[config.mk]
export PLATFORM = sky130hd
export DESIGN_NAME = exp5_unidade_controle_flat
export DESIGN_NICKNAME = d
export VERILOG_FILES = /design/src/rtl/exp5_unidade_controle_if.sv /design/src/rtl/exp5_unidade_controle.sv /design/src/flat_wrapper.sv
export SDC_FILE = /design/constraint.sdc
export NUM_CORES = 1
export LEC_CHECK = 0
export ABC_AREA = 0
export BUFFER_PORTS_ARGS = -buffer_cell sky130_fd_sc_hd__buf_2
export CORE_MARGIN = 10
export CORE_UTILIZATION = 38
export CTS_BUF_LIST = sky130_fd_sc_hd__clkbuf_8
export CTS_CLUSTER_SIZE = 40
export DETAILED_ROUTE_END_ITERATION = 12
export GPL_ROUTABILITY_DRIVEN = 0
export GPL_TIMING_DRIVEN = 0
export MAX_ROUTING_LAYER = met4
export PLACE_DENSITY = 0.55
export SLEW_MARGIN = 20
export SYNTH_ARGS = -nofsm -noshare
export SYNTH_HDL_FRONTEND = slang
export SYNTH_SLANG_ARGS = --single-unit
[constraint.sdc]
create_clock -name clock -period 3.76 [get_ports clock]
set_input_delay 0.188 -clock clock [delete_from_list [all_inputs] [get_ports clock]]
set_output_delay 0.188 -clock clock [all_outputs]
set_load 0.05 [all_outputs]
[src/rtl/exp5_unidade_controle_if.sv]
// Control/status bundle between the exp5 control unit and its datapath.
// master = control unit (drives controls), slave = datapath side (drives status).
interface exp5_unidade_controle_if;
    logic       iniciar;
    logic       jogada_feita;
    logic       igual;
    logic       fimC;
    logic       zeraC;
    logic       contaC;
    logic       zeraR;
    logic       registraR;
    logic       pronto;
    logic       acertou;
    logic       errou;
    logic       timeout;
    logic [3:0] db_estado;

    // Handshake: jogada_feita is a one-cycle pulse; it is consumed only in ESPERA,
    // there is no ready/back-pressure, and a pulse seen in any other state is dropped.
    modport master (
        input  iniciar, jogada_feita, igual, fimC,
        output zeraC, contaC, zeraR, registraR,
        output pronto, acertou, errou, timeout, db_estado
    );

    modport slave (
        output iniciar, jogada_feita, igual, fimC,
        input  zeraC, contaC, zeraR, registraR,
        input  pronto, acertou, errou, timeout, db_estado
    );
endinterface

[src/rtl/exp5_unidade_controle.sv]
// Moore control unit for the exp5 memory game: clears, waits for plays, latches,
// compares against the pattern ROM and advances; ends in win, lose or timeout.
module exp5_unidade_controle #(
    parameter int TIMEOUT_CYCLES = 5000,
    parameter int CNT_WIDTH      = 16
) (
    input logic                    clock,
    input logic                    reset,
    exp5_unidade_controle_if.master bus
);

    typedef enum logic [3:0] {
        INICIAL     = 4'h0,
        PREPARA     = 4'h1,
        ESPERA      = 4'h2,
        REGISTRA    = 4'h4,
        COMPARA     = 4'h5,
        PROXIMO     = 4'h6,
        FIM_ACERTO  = 4'hA,
        FIM_TIMEOUT = 4'hD,
        FIM_ERRO    = 4'hE
    } state_t;

    localparam bit                   TMO_EN   = (TIMEOUT_CYCLES > 0);
    localparam logic [CNT_WIDTH-1:0] TMO_LAST = TMO_EN ? CNT_WIDTH'(TIMEOUT_CYCLES - 1) : '0;

    state_t               state;
    state_t               next_state;
    logic [CNT_WIDTH-1:0] tmo_cnt;
    logic                 tmo_hit;

    always_ff @(posedge clock) begin
        if (!reset) begin
            state <= INICIAL;
        end else begin
            state <= next_state;
        end
    end

    // Counts consecutive ESPERA cycles without a play; saturates instead of wrapping.
    always_ff @(posedge clock) begin
        if (!reset) begin
            tmo_cnt <= '0;
        end else if (!TMO_EN || state != ESPERA || bus.jogada_feita) begin
            tmo_cnt <= '0;
        end else if (tmo_cnt != '1) begin
            tmo_cnt <= tmo_cnt + 1'b1;
        end
    end

    assign tmo_hit = TMO_EN && (state == ESPERA) && (tmo_cnt == TMO_LAST);

    always_comb begin
        next_state = state;
        case (state)
            INICIAL:     if (bus.iniciar) next_state = PREPARA;
            PREPARA:     next_state = ESPERA;
            // A play arriving on the expiry cycle takes priority over the timeout.
            ESPERA: begin
                if (bus.jogada_feita) next_state = REGISTRA;
                else if (tmo_hit)     next_state = FIM_TIMEOUT;
            end
            REGISTRA:    next_state = COMPARA;
            COMPARA: begin
                if (!bus.igual)    next_state = FIM_ERRO;
                else if (bus.fimC) next_state = FIM_ACERTO;
                else               next_state = PROXIMO;
            end
            PROXIMO:     next_state = ESPERA;
            FIM_ACERTO,
            FIM_ERRO,
            FIM_TIMEOUT: if (bus.iniciar) next_state = PREPARA;
            default:     next_state = INICIAL;
        endcase
    end

    always_comb begin
        bus.zeraC     = 1'b0;
        bus.contaC    = 1'b0;
        bus.zeraR     = 1'b0;
        bus.registraR = 1'b0;
        bus.pronto    = 1'b0;
        bus.acertou   = 1'b0;
        bus.errou     = 1'b0;
        bus.timeout   = 1'b0;
        bus.db_estado = state;
        case (state)
            PREPARA: begin
                bus.zeraC = 1'b1;
                bus.zeraR = 1'b1;
            end
            REGISTRA:    bus.registraR = 1'b1;
            PROXIMO:     bus.contaC    = 1'b1;
            FIM_ACERTO: begin
                bus.pronto  = 1'b1;
                bus.acertou = 1'b1;
            end
            FIM_ERRO: begin
                bus.pronto = 1'b1;
                bus.errou  = 1'b1;
            end
            FIM_TIMEOUT: begin
                bus.pronto  = 1'b1;
                bus.timeout = 1'b1;
            end
            default: ;
        endcase
    end

endmodule

[src/flat_wrapper.sv]
// flat-port wrapper written by rule: the top's interface ports become plain ports
module exp5_unidade_controle_flat 
#(
    parameter int TIMEOUT_CYCLES = 5000,
    parameter int CNT_WIDTH      = 16
)
  (clock, reset, bus_iniciar, bus_jogada_feita, bus_igual, bus_fimC, bus_zeraC, bus_contaC, bus_zeraR, bus_registraR, bus_pronto, bus_acertou, bus_errou, bus_timeout, bus_db_estado);
  exp5_unidade_controle_if bus_i ();
  input logic clock;
  input logic reset;
  input wire logic [$bits(bus_i.iniciar)-1:0] bus_iniciar;
  input wire logic [$bits(bus_i.jogada_feita)-1:0] bus_jogada_feita;
  input wire logic [$bits(bus_i.igual)-1:0] bus_igual;
  input wire logic [$bits(bus_i.fimC)-1:0] bus_fimC;
  output wire logic [$bits(bus_i.zeraC)-1:0] bus_zeraC;
  output wire logic [$bits(bus_i.contaC)-1:0] bus_contaC;
  output wire logic [$bits(bus_i.zeraR)-1:0] bus_zeraR;
  output wire logic [$bits(bus_i.registraR)-1:0] bus_registraR;
  output wire logic [$bits(bus_i.pronto)-1:0] bus_pronto;
  output wire logic [$bits(bus_i.acertou)-1:0] bus_acertou;
  output wire logic [$bits(bus_i.errou)-1:0] bus_errou;
  output wire logic [$bits(bus_i.timeout)-1:0] bus_timeout;
  output wire logic [$bits(bus_i.db_estado)-1:0] bus_db_estado;
  assign bus_i.iniciar = bus_iniciar;
  assign bus_i.jogada_feita = bus_jogada_feita;
  assign bus_i.igual = bus_igual;
  assign bus_i.fimC = bus_fimC;
  assign bus_zeraC = bus_i.zeraC;
  assign bus_contaC = bus_i.contaC;
  assign bus_zeraR = bus_i.zeraR;
  assign bus_registraR = bus_i.registraR;
  assign bus_pronto = bus_i.pronto;
  assign bus_acertou = bus_i.acertou;
  assign bus_errou = bus_i.errou;
  assign bus_timeout = bus_i.timeout;
  assign bus_db_estado = bus_i.db_estado;
  exp5_unidade_controle #(.TIMEOUT_CYCLES(TIMEOUT_CYCLES), .CNT_WIDTH(CNT_WIDTH)) u_core (.clock(clock), .reset(reset), .bus(bus_i));
endmodule
==> out/qor.yml, run 1 <==
rsz0062_at_grt: "false"
fmax_mhz: 505.6
hold_path_depth: 2
synthAdderAreaFrac: 0.01000
holdBufCountCts: 0
irDropWorstVdd_uv: 477.7
synth.area.mux_share: 0.07200
synth-edff-count: 0
clkPwrFrac: 0.212
path_cells: "or4b_4 -> nor3_2 -> buf_6 -> o21ai_0 -> a31oi_1"
setup_ws_ns: 1.782
crit_type: "register to register"
synth_area_leader_cell: "dfxtp_1"
clock_sinks: 20
seq_power_share: 0.311
synth_top_family_by_area: "simple AND/OR/NAND/NOR gates"
crit_path_top_delay_cell: "or4b_4"
cts_tree: "done"
area_growth_pct: 15.60
grt_max_degree: 12
synth.lib_cells_used.distinct: 43
finClkSkew_ns: 0.0004319
p_int_uw: 453.1
power.density_nw_per_um2: 553.7
row_count: 20
slowest_delay_ns: 0.52
synth_nets: 163
fin_setup_tns_ns: 0
start_util: 0.4032
syn-instance-count: 156
port_buffers: 17
finalSetupViolCount: 0
grt_pass1_wl_um: 5078
p_leak_uw: 0.0005596
htree_levels: 1
die_height_um: 77.38
via_per_inst: 5.511
synth_top_area_frac: 0.3200
cp_top_family: "simple AND/OR/NAND/NOR gates"
synth-seq-area-share: 0.3200
ant_nets: 0
start_kind: "register"
combPwrFrac: 0.477
worstPathMaxFanout: 10
coreArea_um2: 3103
max_slew_margin: 0.4636
ctsLongestPathBuffers: 2
nFillCells: 328
numCtsBuffers: 3
worstPathArrival_ns: 2.18
final_hold_viol_count: 0
drt-total-wl_um: 2954
synthTopCellsByArea: "dfxtp_1, mux2i_1, a21oi_1, nand2_1, or2b_1"
reg2regPathDepth: 5
status: "completed"
antenna_found_initial: 0
clk_pin_slew_ns: 0.08
finalCritPeriodShare: 0.5260
drc_errors: 0
yosys.area_share.xor_xnor: 0
post_drt_wl_per_cell_um: 13.37
hold_class: "input pin to register"
drive_gt1_frac: 0.1751
die_w_um: 77.38
drv_cap: 0
dp_hpwl_um: 2259
grt_overflow: 0
diodes: 0
yosysWarnings: 0
drt_iter0_markers: 82
pre_cts_ws_ns: 1.806
crit_buf_inv: 1
power.switching_uw: 347.7
first_pass_iters: 4
cp.required_ns: 3.96
worst_slew_pin_slew_ns: 0.7979
root_buffer: "clkbuf_8"
fin_crit_ns: 1.978
post-cts-setup-buffers: 0
grt_pass1_vias: 1043
grt_usage: 0.1014
vias: 1218
avgSynthCellArea_um2: 8.021
clk_latency_ns: 0.26
postCtsResizedCells: 0
ys_async_sr_fraction: 0
p_sw_frac: 0.4342
synth-simple-area-share: 0.3700
finalMaxSlewViolations: 0
yosys_register_bits: 20
nets: 185
ys.flop_type: "dfxtp_1"
syn_area_um2: 1251
cp.depth: 5
ios: 18
die-area_um2: 5988
synth_compound_area_frac: 0.1630
worst_setup_path_end_kind: "register"
[worst paths after layout]
kind | startpoint | to | slack [ns]
setup / recovery | u_core.bus.db_estado[1] | u_core.tmo_cnt[10] | 1.78
hold / removal | reset | u_core.bus.db_estado[0] | 0.22
setup reg to reg | u_core.bus.db_estado[1] | u_core.tmo_cnt[10] | 1.78
hold reg to reg | u_core.tmo_cnt[1] | u_core.tmo_cnt[1] | 0.49
[per-layer routing]
layer  track usage  wire length, um  vias up
li1              -                -      621
met5             -                0        -
met3       0.02880              143        3
met1        0.1430             1463      574
met2        0.1405             1331       20
met4       0.01642               15        0
[final cells by class]
class / count / area [um2] / share of cell area
multi-input cells: 120 / 769.5 / 0.5320
flip-flops and latches: 20 / 400.4 / 0.2768
repair buffers: 17 / 85.08 / 0.05882
clock buffers: 4 / 55.05 / 0.03806
plain buffers: 9 / 55.05 / 0.03806
well taps: 44 / 55.05 / 0.03806
inverters: 7 / 26.28 / 0.01817
[worst reg2reg max path, cell delays in order (launching register included)]
cell     delay (ns)
dfxtp_1        0.49
or4b_4         0.52
nor3_2         0.45
buf_6          0.22
o21ai_0        0.09
a31oi_1        0.15
[power groups by stage]
stage / combinational (uW) / sequential (uW) / clock, uW
after floorplan: 247 / 313 / 0
after global placement: 381 / 253 / 0
after detailed placement: 383 / 254 / 0
after CTS: 384 / 249 / 171
after global routing: 410 / 253 / 182
final: 382 / 249 / 170
[placed cells by master, fill, tap and decap left out, types with 6 or more instances in the layout]
| cell | count |
|---|---|
| and3_1 | 6 |
| inv_1 | 7 |
| nand3_1 | 9 |
| a21oi_1 | 11 |
| o21ai_0 | 7 |
| nor3_1 | 8 |
| or2b_1 | 7 |
| buf_2 | 19 |
| dfxtp_1 | 20 |
| nand2_1 | 14 |
| nor2_1 | 7 |
| mux2i_1 | 9 |
[logic make-up after synthesis]
kind of cell             count (synthesis)
adder cells (fa/ha/maj)                  1
AO/OA/AOI/OAI                           33
multiplexers                             9
buffers and inverters                   16
AND/OR/NAND/NOR                         77
flip-flops                              20
[per-stage QoR]
stage	hold WS, ns	utilization	area (um2)	std cells	total power (uW)
final	0.2193	0.4661	1446	221	800.9
after global routing	0.2109	0.4661	1446	221	845.2
after CTS	0.2201	0.4661	1446	221	803.8
after detailed placement	0.4806	0.4484	1391	217	636.9
after global placement	0.4738	0.4484	1391	217	633.5
after floorplan	0.3280	-	1251	156	559.8
[synth_stat cells (2+ instances only)]
master	count
dfxtp_1	20
nand2b_1	4
mux2i_1	9
nor2_1	7
a21oi_1	11
nor3_1	8
o21ai_0	7
or2b_1	7
nand2_1	14
inv_1	7
buf_6	2
nand3_1	9
a31oi_1	4
and3_1	6
nor4_2	2
nand4_1	4
buf_2	2
nor4_1	2
and4_1	4
clkbuf_1	4
[registers in the layout (all words and copies together), names as in the netlist]
register / flops
u_core.bus.db_estado: 4
u_core.tmo_cnt: 16
No activity file was read; power rests on OpenSTA's default activity.
==> inputs of run 2 (changes only) <==
--- a/config.mk
+++ b/config.mk
@@ -15,7 +15,7 @@
 export GPL_ROUTABILITY_DRIVEN = 0
 export GPL_TIMING_DRIVEN = 0
 export MAX_ROUTING_LAYER = met4
-export PLACE_DENSITY = 0.55
+export PLACE_DENSITY = 0.57
 export SLEW_MARGIN = 20
 export SYNTH_ARGS = -nofsm -noshare
 export SYNTH_HDL_FRONTEND = slang
==> constraint.sdc (replaced) <==
create_clock -name clock -period 1.75 [get_ports clock]
set_input_delay 0.0875 -clock clock [delete_from_list [all_inputs] [get_ports clock]]
set_output_delay 0.0875 -clock clock [all_outputs]
set_load 0.05 [all_outputs]
==> out/qor.yml, run 2 (synthesis results as in run 1) <==
ctsLongestPathBuffers: 2
numCtsBuffers: 3
drc_errors: 0
grt_pass1_vias: 1090
grt_usage: 0.1139
seq_power_share: 0.268
die-area_um2: 5988
irDropWorstVdd_uv: 709.2
p_leak_uw: 0.0006648
first_pass_iters: 4
finalCritPeriodShare: 1.008
clk_pin_slew_ns: 0.08
grt_overflow: 0
row_count: 20
start_kind: "register"
post_drt_wl_per_cell_um: 14.86
drt_iter0_markers: 121
finalMaxSlewViolations: 0
die_w_um: 77.38
whs_ns: 0.1158
worst_slew_pin_slew_ns: 0.3867
diodes: 0
htree_levels: 1
combPwrFrac: 0.511
cp.required_ns: 1.90
via_per_inst: 5.419
final_cell_mix: "buf_2, dfxtp_1, nand2_1"
hold_class: "input pin to register"
final_hold_viol_count: 0
use_met1: 0.1680
dp_hpwl_um: 2328
power.switching_uw: 853.2
p_int_uw: 1227
final_common_cell: "buf_2"
clk_latency_ns: 0.26
slowest_delay_ns: 0.55
worst_setup_path_end_kind: "register"
nets: 193
finClkSkew_ns: 0.008367
vias: 1241
met3_usage: 0.02419
worstHoldStart: "reset"
fin_setup_tns_ns: -0.01382
grt_pass1_wl_um: 5720
nFillCells: 308
post-route-util: 0.5335
power.density_nw_per_um2: 1257
cts_tree: "done"
port_buffers: 17
grt_max_degree: 13
cp_top_family: "simple AND/OR/NAND/NOR gates"
clock_sinks: 20
start_util: 0.4032
crit_type: "register to register"
drt-total-wl_um: 3403
area_growth_pct: 32.30
setup_ws_ns: -0.01382
fmax_mhz: 567.0
antenna_found_initial: 0
root_buffer: "clkbuf_8"
largest_register_ffs: 16
crit_buf_inv: 0
reg2reg_from: "u_core.bus.db_estado[0]"
path_cells: "or4b_4 -> or2_1 -> o21a_1 -> o221a_1"
ios: 18
startpoint: "u_core.bus.db_estado[0]"
violations: "setup timing"
ant_nets: 0
use_met2: 0.1580
coreArea_um2: 3103
die_height_um: 77.38
status: "finished with violations"
grt.busiest_layer: "met1"
clkPwrFrac: 0.222
max_slew_margin: 0.7402
fin_crit_ns: 1.764
drv_cap: 0
p_sw_frac: 0.4101
worstPathArrival_ns: 1.92
crit_path_top_delay_cell: "or4b_4"
largest_register: "u_core.tmo_cnt"
rsz0062_at_grt: "true"
worstPathMaxFanout: 3
drive_gt1_frac: 0.2973
finalSetupViolCount: 1
-- run 2: layout make-up --
class	count	area, um2	share of cell area
tap	44	55.05	0.03326
buffer	5	35.03	0.02116
clock inverter	1	30.03	0.01814
timing repair buffer	29	207.7	0.1255
inverter	7	26.28	0.01587
clock buffer	3	41.29	0.02494
sequential	20	414.1	0.2502
multi-input combinational	120	845.8	0.5110
-- run 2: power by group through the flow --
stage                     registers (uW)  clock network, uW  logic, uW
after detailed placement             561                  0        878
after global routing                 562                498       1130
after floorplan                      690                  0        581
after CTS                            551                475        992
final                                557                461       1060
after global placement               558                  0        870
-- run 2: worst reg2reg max path, delay by kind of cell, from the launching register on --
kind,cells,cell delay [ns]
DFF,1,0.36
and+or+nand+nor,2,0.85
AOI/OAI and AO/OA,2,0.45
-- run 2: path summary, 6_finish.rpt --
| kind | to | slack [ns] | cells after the start |
|---|---|---|---|
| worst max-delay path | u_core.bus.db_estado[0] | -0.01 | 4 |
| worst min-delay path | u_core.bus.db_estado[0] | 0.12 | 2 |
| worst min register to register | u_core.tmo_cnt[1] | 0.49 | 2 |
| worst max register to register | u_core.bus.db_estado[0] | -0.01 | 4 |
-- run 2: what timing repair did --
action | 4_1_cts | 5_1_grt
pin swaps | 5 | 7
hold buffers | 0 | 0
buffers inserted | 10 | 2
setup endpoints to repair | 20 | 20
resized for setup | 9 | 14
cloned | 1 | 1
-- run 2: stage by stage --
step / cells / cell area (um2) / setup slack, ns / power (uW)
detailed placement: 217 / 1430 / -0.2739 / 1439
global route: 229 / 1655 / -0.04146 / 2192
floorplan: 156 / 1290 / -0.09281 / 1271
global placement: 217 / 1430 / -0.2239 / 1428
CTS: 229 / 1630 / -0.03201 / 2018
finish: 229 / 1655 / -0.01382 / 2081
-- run 2: layer usage --
metal  vias to the layer above  wire (um)
met5                         -          0
met4                         0          7
met3                         2        142
met2                        18       1552
met1                       587       1700
li1                        634          -
